## src/rtl/puf_seq_pkg.sv

```systemverilog
// Shared definitions for the PUF scan sequencer.
// Holds the sequencer state encoding and a ceiling-log2 helper.
// The helper sizes the bit index and phase counter from the parameters.
// This file has no ports.
package puf_seq_pkg;

    typedef enum logic [2:0] {
        IDLE,
        SEND,
        WAIT,
        TRIG,
        HOLD,
        RECV
    } state_e;

    // Returns the number of bits needed to hold the values 0..value-1.
    function automatic int clog2(input int value);
        int r;
        r = 0;
        while ((1 << r) < value) begin
            r = r + 1;
        end
        return r;
    endfunction

endpackage

```

## src/rtl/puf_phase_gen.sv

```systemverilog
// Phase generator for the PUF scan chains.
// A free-running counter splits each frame into four slots of SLOT_CYCLES clocks.
// Ports:
//   clk_i  : system clock
//   rst_ni : synchronous active-low reset
//   ph1_o  : registered phase-1 clock, high during slot 0
//   ph2_o  : registered phase-2 clock, high during slot 2
//   tick_o : high in the last cycle of every frame
module puf_phase_gen
    import puf_seq_pkg::*;
#(
    parameter int SLOT_CYCLES = 1
) (
    input  logic clk_i,
    input  logic rst_ni,
    output logic ph1_o,
    output logic ph2_o,
    output logic tick_o
);

    localparam int FRAME_CYCLES = 4 * SLOT_CYCLES;
    localparam int PC_W         = clog2(FRAME_CYCLES);

    typedef logic [PC_W-1:0] pc_t;

    localparam pc_t PC_LAST   = pc_t'(FRAME_CYCLES - 1);
    localparam pc_t PH1_END   = pc_t'(SLOT_CYCLES);
    localparam pc_t PH2_BEGIN = pc_t'(2 * SLOT_CYCLES);
    localparam pc_t PH2_END   = pc_t'(3 * SLOT_CYCLES);

    pc_t  pc_q, pc_d;
    logic ph1_q, ph1_d;
    logic ph2_q, ph2_d;

    // The phase outputs are decoded from the next counter value.
    // Registering them lines each phase up with its counter value, so the
    // phase clocks leave a flop with no decode glitches.
    always_comb begin
        pc_d  = (pc_q == PC_LAST) ? '0 : pc_q + pc_t'(1);
        ph1_d = (pc_d < PH1_END);
        ph2_d = (pc_d >= PH2_BEGIN) && (pc_d < PH2_END);
    end

    // Counter and phase flops. The counter runs in every state.
    always_ff @(posedge clk_i) begin
        if (!rst_ni) begin
            pc_q  <= '0;
            ph1_q <= 1'b0;
            ph2_q <= 1'b0;
        end else begin
            pc_q  <= pc_d;
            ph1_q <= ph1_d;
            ph2_q <= ph2_d;
        end
    end

    assign ph1_o  = ph1_q;
    assign ph2_o  = ph2_q;
    assign tick_o = (pc_q == PC_LAST);

endmodule

```

## src/rtl/puf_scan_sequencer.sv

```systemverilog
// PUF scan sequencer. It shifts two latched challenges into the PUF one bit per
// frame. It then waits, fires the trigger, and captures NUM_CHAINS serial
// response chains into a parallel register.
// Ports:
//   clk_i, rst_ni          : clock, synchronous active-low reset
//   ex_start_i, ex_abort_i : start request, abort request
//   challenge_a/b_i        : challenges, latched when a start is accepted
//   busy_o, ex_done_o      : operation in progress, one-cycle completion pulse
//   aborted_o              : one-cycle pulse when an abort is taken
//   resp_valid_o           : response register holds a complete result
//   response_o             : chain c occupies bits [c*CH_W +: CH_W]
//   ph1_o, ph2_o           : PUF phase clocks
//   ph_en_o, out_en_o      : PUF input and output shift enables
//   trig_o                 : PUF execute trigger
//   ca_si_o, cb_si_o       : serial challenge bits to the PUF
//   so_i                   : serial response bits from the PUF
module puf_scan_sequencer
    import puf_seq_pkg::*;
#(
    parameter int CH_W        = 128,
    parameter int NUM_CHAINS  = 4,
    parameter int SLOT_CYCLES = 1,
    parameter int TRIG_WAIT   = 6,
    parameter int MSB_FIRST   = 0
) (
    input  logic                       clk_i,
    input  logic                       rst_ni,
    input  logic                       ex_start_i,
    input  logic                       ex_abort_i,
    input  logic [CH_W-1:0]            challenge_a_i,
    input  logic [CH_W-1:0]            challenge_b_i,
    output logic                       busy_o,
    output logic                       ex_done_o,
    output logic                       aborted_o,
    output logic                       resp_valid_o,
    output logic [NUM_CHAINS*CH_W-1:0] response_o,
    output logic                       ph1_o,
    output logic                       ph2_o,
    output logic                       ph_en_o,
    output logic                       out_en_o,
    output logic                       trig_o,
    output logic                       ca_si_o,
    output logic                       cb_si_o,
    input  logic [NUM_CHAINS-1:0]      so_i
);

    localparam int IDX_W = clog2(CH_W);

    typedef logic [IDX_W-1:0] idx_t;

    localparam idx_t       IDX_FIRST = (MSB_FIRST != 0) ? idx_t'(CH_W - 1) : '0;
    localparam idx_t       IDX_LAST  = (MSB_FIRST != 0) ? '0 : idx_t'(CH_W - 1);
    localparam logic [7:0] WAIT_LAST = 8'(TRIG_WAIT - 1);

    logic tick;

    state_e                             state_q, state_d;
    logic                               pending_q, pending_d;
    idx_t                               idx_q, idx_d;
    idx_t                               idx_next;
    logic [7:0]                         wait_q, wait_d;
    logic [CH_W-1:0]                    cha_q, cha_d;
    logic [CH_W-1:0]                    chb_q, chb_d;
    logic [NUM_CHAINS-1:0][CH_W-1:0]    resp_q, resp_d;
    logic                               busy_q, busy_d;
    logic                               done_q, done_d;
    logic                               aborted_q, aborted_d;
    logic                               valid_q, valid_d;
    logic                               ph_en_q, ph_en_d;
    logic                               out_en_q, out_en_d;
    logic                               trig_q, trig_d;
    logic                               ca_si_q, ca_si_d;
    logic                               cb_si_q, cb_si_d;

    puf_phase_gen #(
        .SLOT_CYCLES (SLOT_CYCLES)
    ) u_phase (
        .clk_i  (clk_i),
        .rst_ni (rst_ni),
        .ph1_o  (ph1_o),
        .ph2_o  (ph2_o),
        .tick_o (tick)
    );

    assign idx_next = (MSB_FIRST != 0) ? idx_q - idx_t'(1) : idx_q + idx_t'(1);

    // Next-state logic. Abort overrides everything else, including a
    // completion on the same edge. A start request only takes effect in IDLE
    // with nothing pending. All other progress waits for the frame tick, so
    // every PUF control holds steady for whole frames.
    always_comb begin
        state_d   = state_q;
        pending_d = pending_q;
        idx_d     = idx_q;
        wait_d    = wait_q;
        cha_d     = cha_q;
        chb_d     = chb_q;
        resp_d    = resp_q;
        busy_d    = busy_q;
        done_d    = 1'b0;
        aborted_d = 1'b0;
        valid_d   = valid_q;
        ph_en_d   = ph_en_q;
        out_en_d  = out_en_q;
        trig_d    = trig_q;
        ca_si_d   = ca_si_q;
        cb_si_d   = cb_si_q;

        if (ex_abort_i && ((state_q != IDLE) || pending_q)) begin
            state_d   = IDLE;
            pending_d = 1'b0;
            busy_d    = 1'b0;
            aborted_d = 1'b1;
            valid_d   = 1'b0;
            ph_en_d   = 1'b0;
            out_en_d  = 1'b0;
            trig_d    = 1'b0;
            ca_si_d   = 1'b0;
            cb_si_d   = 1'b0;
        end else begin
            unique case (state_q)
                IDLE: begin
                    if (pending_q) begin
                        if (tick) begin
                            state_d   = SEND;
                            pending_d = 1'b0;
                            idx_d     = IDX_FIRST;
                            ph_en_d   = 1'b1;
                            ca_si_d   = cha_q[IDX_FIRST];
                            cb_si_d   = chb_q[IDX_FIRST];
                        end
                    end else if (ex_start_i && !ex_abort_i) begin
                        cha_d     = challenge_a_i;
                        chb_d     = challenge_b_i;
                        busy_d    = 1'b1;
                        valid_d   = 1'b0;
                        pending_d = 1'b1;
                    end
                end
                SEND: begin
                    if (tick) begin
                        if (idx_q == IDX_LAST) begin
                            ph_en_d = 1'b0;
                            ca_si_d = 1'b0;
                            cb_si_d = 1'b0;
                            wait_d  = '0;
                            if (TRIG_WAIT == 0) begin
                                state_d = TRIG;
                                trig_d  = 1'b1;
                            end else begin
                                state_d = WAIT;
                            end
                        end else begin
                            idx_d   = idx_next;
                            ca_si_d = cha_q[idx_next];
                            cb_si_d = chb_q[idx_next];
                        end
                    end
                end
                WAIT: begin
                    if (tick) begin
                        if (wait_q == WAIT_LAST) begin
                            state_d = TRIG;
                            trig_d  = 1'b1;
                        end else begin
                            wait_d = wait_q + 8'd1;
                        end
                    end
                end
                TRIG: begin
                    if (tick) begin
                        state_d = HOLD;
                        trig_d  = 1'b0;
                    end
                end
                HOLD: begin
                    if (tick) begin
                        state_d  = RECV;
                        out_en_d = 1'b1;
                        idx_d    = IDX_FIRST;
                    end
                end
                RECV: begin
                    if (tick) begin
                        for (int c = 0; c < NUM_CHAINS; c++) begin
                            resp_d[c][idx_q] = so_i[c];
                        end
                        if (idx_q == IDX_LAST) begin
                            state_d  = IDLE;
                            out_en_d = 1'b0;
                            done_d   = 1'b1;
                            valid_d  = 1'b1;
                            busy_d   = 1'b0;
                        end else begin
                            idx_d = idx_next;
                        end
                    end
                end
                default: begin
                    state_d = IDLE;
                end
            endcase
        end
    end

    // State, datapath and output registers. Every output is driven from a flop.
    always_ff @(posedge clk_i) begin
        if (!rst_ni) begin
            state_q   <= IDLE;
            pending_q <= 1'b0;
            idx_q     <= '0;
            wait_q    <= '0;
            cha_q     <= '0;
            chb_q     <= '0;
            resp_q    <= '0;
            busy_q    <= 1'b0;
            done_q    <= 1'b0;
            aborted_q <= 1'b0;
            valid_q   <= 1'b0;
            ph_en_q   <= 1'b0;
            out_en_q  <= 1'b0;
            trig_q    <= 1'b0;
            ca_si_q   <= 1'b0;
            cb_si_q   <= 1'b0;
        end else begin
            state_q   <= state_d;
            pending_q <= pending_d;
            idx_q     <= idx_d;
            wait_q    <= wait_d;
            cha_q     <= cha_d;
            chb_q     <= chb_d;
            resp_q    <= resp_d;
            busy_q    <= busy_d;
            done_q    <= done_d;
            aborted_q <= aborted_d;
            valid_q   <= valid_d;
            ph_en_q   <= ph_en_d;
            out_en_q  <= out_en_d;
            trig_q    <= trig_d;
            ca_si_q   <= ca_si_d;
            cb_si_q   <= cb_si_d;
        end
    end

    assign busy_o       = busy_q;
    assign ex_done_o    = done_q;
    assign aborted_o    = aborted_q;
    assign resp_valid_o = valid_q;
    assign response_o   = resp_q;
    assign ph_en_o      = ph_en_q;
    assign out_en_o     = out_en_q;
    assign trig_o       = trig_q;
    assign ca_si_o      = ca_si_q;
    assign cb_si_o      = cb_si_q;

endmodule

```

## config.mk

```make
export PLATFORM = sky130hd
export DESIGN_NAME = puf_scan_sequencer
export DESIGN_NICKNAME = d
export VERILOG_FILES = /design/src/rtl/puf_seq_pkg.sv /design/src/rtl/puf_phase_gen.sv /design/src/rtl/puf_scan_sequencer.sv
export SDC_FILE = /design/constraint.sdc
export NUM_CORES = 2
export LEC_CHECK = 0
export ABC_AREA = 1
export BUFFER_PORTS_ARGS = -buffer_cell sky130_fd_sc_hd__buf_2
export CORE_AREA = 2 2 302 304
export DETAILED_ROUTE_END_ITERATION = 8
export DIE_AREA = 0 0 304 306
export GPL_TIMING_DRIVEN = 0
export PLACE_DENSITY = 0.62
export SLEW_MARGIN = 20
export SYNTH_ARGS = -nofsm -noshare
export SYNTH_HDL_FRONTEND = slang
export SYNTH_HIERARCHICAL = 1
export SYNTH_SLANG_ARGS = --single-unit
```

## constraint.sdc

```tcl
create_clock -name clk_i -period 5.3 [get_ports clk_i]
set_input_delay 0.265 -clock clk_i [delete_from_list [all_inputs] [get_ports clk_i]]
set_output_delay 0.265 -clock clk_i [all_outputs]
set_load 0.1 [all_outputs]
```

; ---- After elaboration in Yosys (flattened, before gate mapping)
; Cells that the tools add are included.
; Widths: inputs -> output; s select.
[word_totals]
inputBits = 264
out_inout_bits = 523
reg_bits = 800
[op_classes]
bitwise = 5
eq_ne = 23
n_reduce_logical = 27
n_lt_le_gt_ge = 6
addsub = 3
n_mux = 65
[ops]
columns = cell, count
row1 = $bwmux 128, 4
row2 = $mux 8, 4
row3 = $mux 3, 10
row4 = $mux 1, 29
row5 = $mux 7, 4
row6 = $ne 2x2->1 const B, 14
row7 = $pmux 7 s3, 1
row8 = $pmux 3 s6, 1
row9 = $lt 7x8->1 const B, 2
row10 = $pmux 8 s2, 1
row11 = $reduce_and 4->1, 4
row12 = $reduce_and 5->1, 3
row13 = $bmux 1 s7, 2
row14 = $pmux 1 s2, 7
row15 = $reduce_and 10->1, 1
row16 = $reduce_bool 2->1, 5
row17 = $add 8x1->8 const B, 1
row18 = $eq 8x3->1 const B, 1
row19 = $add 7x1->7 const B, 1
row20 = $demux 1 s7, 1
row21 = $eq 7x7->1 const B, 1
row22 = $ge 7x1->1 const B, 1
row23 = $eq 3x2->1 const B, 2
row24 = $eq 3x3->1 const B, 2
row25 = 18 further kinds, 27

; ---- Depth between registers and ports, before layout
[logic_depth]
ltp_word = 6
ltp_mapped = 14
mapped_depth_nobuf = 13

; ---- By module
; The synthesis kept the hierarchy.
[by_module_without_submodules]
columns = mod, cells_each, area_per_inst_um2, n_inst
row1 = puf_scan_sequencer, 4021, 31118.6, 1
row2 = puf_phase_gen, 16, 142.6, 1

; ---- Worst setup path before layout
; OpenSTA, ideal clock, no wires.
[synth_path]
kind = register to register
start = register u_phase.pc_q[0]
end = register resp_q (netlist bit response_o[224])
required_ns = 5.180
arrival_ns = 1.975
path_stages_with_launch = 12
synth_period_minus_slack_ns = 2.095
setup_slack_ns = 3.205
path_buffers = 1
setup_time_ns = 0.120
path_cell_list = dfxtp_1 -> ha_1 -> inv_1 -> nor3_2 -> nand2_1 -> nor2_4 -> inv_2 -> nor4_4 -> buf_6 -> nand2_2 -> o21ai_0 -> a21oi_1
[synth_via]
elab_chain_cells = 2
[synth_rtl]
columns = element, line_no
row1 = start: declaration, puf_phase_gen.sv:31  ; pc_t pc_q, pc_d;
row2 = start signal: assignment, puf_phase_gen.sv:51  ; pc_q <= pc_d;
row3 = $eq 2x2->1, puf_phase_gen.sv:59  ; assign tick_o = (pc_q == PC_LAST);
row4 = named net tick, puf_scan_sequencer.sv:55  ; logic tick;
row5 = $reduce_and 3->1 (no source line), --
row6 = end signal: assignment, puf_scan_sequencer.sv:232  ; resp_q <= resp_d;
row7 = end: declaration, puf_scan_sequencer.sv:64  ; logic [NUM_CHAINS-1:0][CH_W-1:0] resp_q, resp_d;
; The timed path passes the listed nets, and every way through them passes these cells.
; A chain may end at the register's enable or synchronous reset.

==> impl_metrics.ini <==
[run_status]
status = finished with violations
violations = design-rule violations

[sta]
setup_viol = 0
fmax_ghz = 0.2625
slew_headroom_pct = 20.27
finalCriticalPeriod_ns = 3.810
hold_violations = 0
skew_ns = 0.05029
fin_setup_tns_ns = 0
tightest_slew_ns = 1.196
slew_viol_final = 0
rsz0062_at_grt = no
period_share_pct = 71.89

[critical_path]
slowest_delay_ns = 0.95
crit_top_cell = clkbuf_1
path_max_fanout = 10
arrival_ns = 4.40
slowest_stage = clkbuf_1
required_ns = 5.89
cp_cell_sequence = dlygate4sd3_1 > buf_2 > clkbuf_1 > clkbuf_1 > clkbuf_1 > clkbuf_1 > o21ai_0 > a21oi_1
crit_type = input pin to flip-flop
start_kind = input pin
cp-end-kind = flip-flop

[clock_tree]
root_buffer = clkbuf_16
cts_buffer_depth = 3
cts_tree = yes
cts_made_buffers = 89
cts_resized = 0
h-tree-depth = 3
clock_sinks = 800
clock_latency_ns = 0.68
ctsHoldBuffers = 247
cts.clk_slew.worst_paths_ns = 0.07
cts_setup_buffers = 0

[grt]
grt_start_max_net_pins = 15
grt_overflow_total = 0
grt_pass1_wl_um = 207600
first_global_vias = 31450
antenna_found_initial = 18
grt_usage_pct = 30.01

[floorplanning]
dieArea_mm2 = 0.09302
fp.dieW_um = 304
design.core.area_mm2 = 0.08960
initial_core_util_pct = 34.89
num_io_pins = 787
rows = 110
die_y_um = 306

[synthesis]
ys_seq_area_share_pct = 51.23
ys.warnings.count = 6
syn_nets = 4306
synth.avg_cell_area_um2 = 7.744
synth_area_mm2 = 0.03126
synth_cells = 4037
yosys.area.top_type = dfxtp_1
ys_types = 32
synth.area.top_cells = dfxtp_1 (51%), a21oi_1 (12%), o21ai_0 (9.1%), inv_1 (6.6%), o21a_1 (4.6%)
synth_seq_cells = 800
synth_top_area_share_pct = 51.23

[route]
drc = 4
viasPerCell = 5.281
antenna_left = 0
dr.pass1.iters = 9
drt_iter0_drc = 3487
wl_um = 146600
via_count = 33860
wl_per_cell_um = 22.86

[placement]
place.gp.congestion = 0.9284
place_area_mm2 = 0.03665
place_hpwl_um = 105800
port_buffers = 782

[hold_path]
hold_path_class = input pin to flip-flop

[job]
cap_viol_max_count = 0

[final_layout]
regArea_mm2 = 0.01602
fin_area_mm2 = 0.04212
drive_above_1_share_pct = 18.82
fillerInstances = 8909
nNetsFinal = 5427
area_growth_pct = 34.73
multi_input_comb_area_mm2 = 0.01212

[power]
leakagePower_nw = 17.62
ir_drop_v = 0.0002709
p_per_area_mw_per_mm2 = 325.6
==> sequential cells by signal, indices dropped and copies added (netlist names) <==
register	flops
u_phase/ph2_o	1
state_q	3
idx_q	7
response_o	512
chb_q	128
trig_o	1
u_phase/ph1_o	1
busy_o	1
ca_si_o	1
ph_en_o	1
cb_si_o	1
wait_q	8
ex_done_o	1
pending_q	1
cha_q	128
out_en_o	1
u_phase/pc_q	2
resp_valid_o	1
aborted_o	1
==> per-layer routing <==
| layer | vias to the layer above | wire, µm | global-route usage (%) |
|---|---|---|---|
| li1 | 15630 | - | - |
| met1 | 15970 | 59580 | 37.69 |
| met5 | - | 21 | 0 |
| met3 | 517 | 13860 | 8.433 |
| met2 | 1743 | 62830 | 45.80 |
| met4 | 4 | 10290 | 17.97 |
==> cell usage after synthesis <==
| master | n |
|---|---|
| o211ai_1 | 28 |
| nor3_1 | 5 |
| nor2_2 | 32 |
| nand2_2 | 4 |
| clkbuf_1 | 234 |
| buf_4 | 1 |
| a211oi_1 | 12 |
| xor2_1 | 3 |
| nor3_2 | 1 |
| dfxtp_1 | 800 |
| inv_2 | 6 |
| o21a_1 | 192 |
| o21ai_0 | 568 |
| xnor2_1 | 3 |
| nor3b_1 | 1 |
| a31oi_1 | 3 |
| nand2_1 | 357 |
| buf_6 | 2 |
| o21ai_1 | 1 |
| nand3_1 | 237 |
| buf_1 | 14 |
| inv_1 | 549 |
| ha_1 | 5 |
| clkinv_1 | 3 |
| buf_2 | 16 |
| nor2_1 | 210 |
| nor4_1 | 2 |
| nand4_1 | 5 |
| nor4_4 | 2 |
| a221oi_1 | 1 |
| nor2_4 | 1 |
| a21oi_1 | 739 |
==> per-stage QoR <==
stage	setup WS [ns]	hold slack, ns	total power, mW	utilization [%]	cells
2_1_floorplan	3.205	0.3585	6.936	-	4037
3_3_place_gp	1.792	0.4308	7.336	40.90	5995
3_5_place_dp	1.754	0.4333	7.352	40.91	5996
4_1_cts	1.715	0.001076	13.70	46.97	6399
5_1_grt	1.488	0.02167	14.12	46.99	6406
6_report	1.490	0.01917	13.71	47.01	6412
==> critical path: cells and delay by family <==
family | cells | cell delay [ns]
buf+inv | 6 | 3.36
compound gates | 2 | 0.76
==> placed cells by master (no fill, tap or decap), drive strengths merged <==
master	count
nor3b	1
o211ai	28
nor2	243
nand3	237
o21a	192
a221oi	1
xor2	3
a21oi	739
nor4	4
ha	5
inv	558
nand2	361
dlygate4sd3	247
bufinv	4
xnor2	3
clkbuf	365
buf	816
nor3	6
nand4	5
diode	13
o21ai	569
dfxtp	800
a31oi	3
clkinv	20
clkinvlp	1
a211oi	12
==> layout make-up <==
cell class                 count  share of cell area, %
clock buffer                 131                  6.140
tap                         1176                  3.493
buffer                       267                  2.472
clock inverter                25                 0.8763
inverter                     558                  4.973
multi-input combinational   2412                  28.76
sequential                   800                  38.02
timing repair buffer        1030                  15.18
antenna                       13                0.07724
==> kinds of logic after synthesis <==
kind of cell,count (synthesis),synth area share [%]
flip-flops,800,51.23
AO/OA/AOI/OAI,1544,26.60
buffers and inverters,825,10.03
adder cells (fa/ha/maj),5,0.2001
XOR/XNOR,6,0.1681
AND/OR/NAND/NOR,857,11.77
==> power breakdown <==
group          internal [mW]  switching [mW]  total (mW)
logic                  0.422           0.771        1.19
registers               6.18          0.0563        6.24
clock network           3.61            2.68        6.28
total                   10.2            3.50        13.7
==> final timing paths <==
kind / start / end / slack, ns / depth (start not counted)
worst max-delay path: rst_ni / chb_q[34]$_SDFFE_PN0P_ / 1.49 / 8
worst min-delay path: challenge_a_i[100] / cha_q[100]$_SDFFE_PN0P_ / 0.02 / 3
worst max register to register: idx_q[0]$_SDFFE_PN0P_ / cb_si_o$_SDFFE_PP0P_ / 1.52 / 13
worst min register to register: response_o[359]$_SDFFE_PN0P_ / response_o[359]$_SDFFE_PN0P_ / 0.44 / 2
Note: power is estimated with default switching activity, not from simulation.
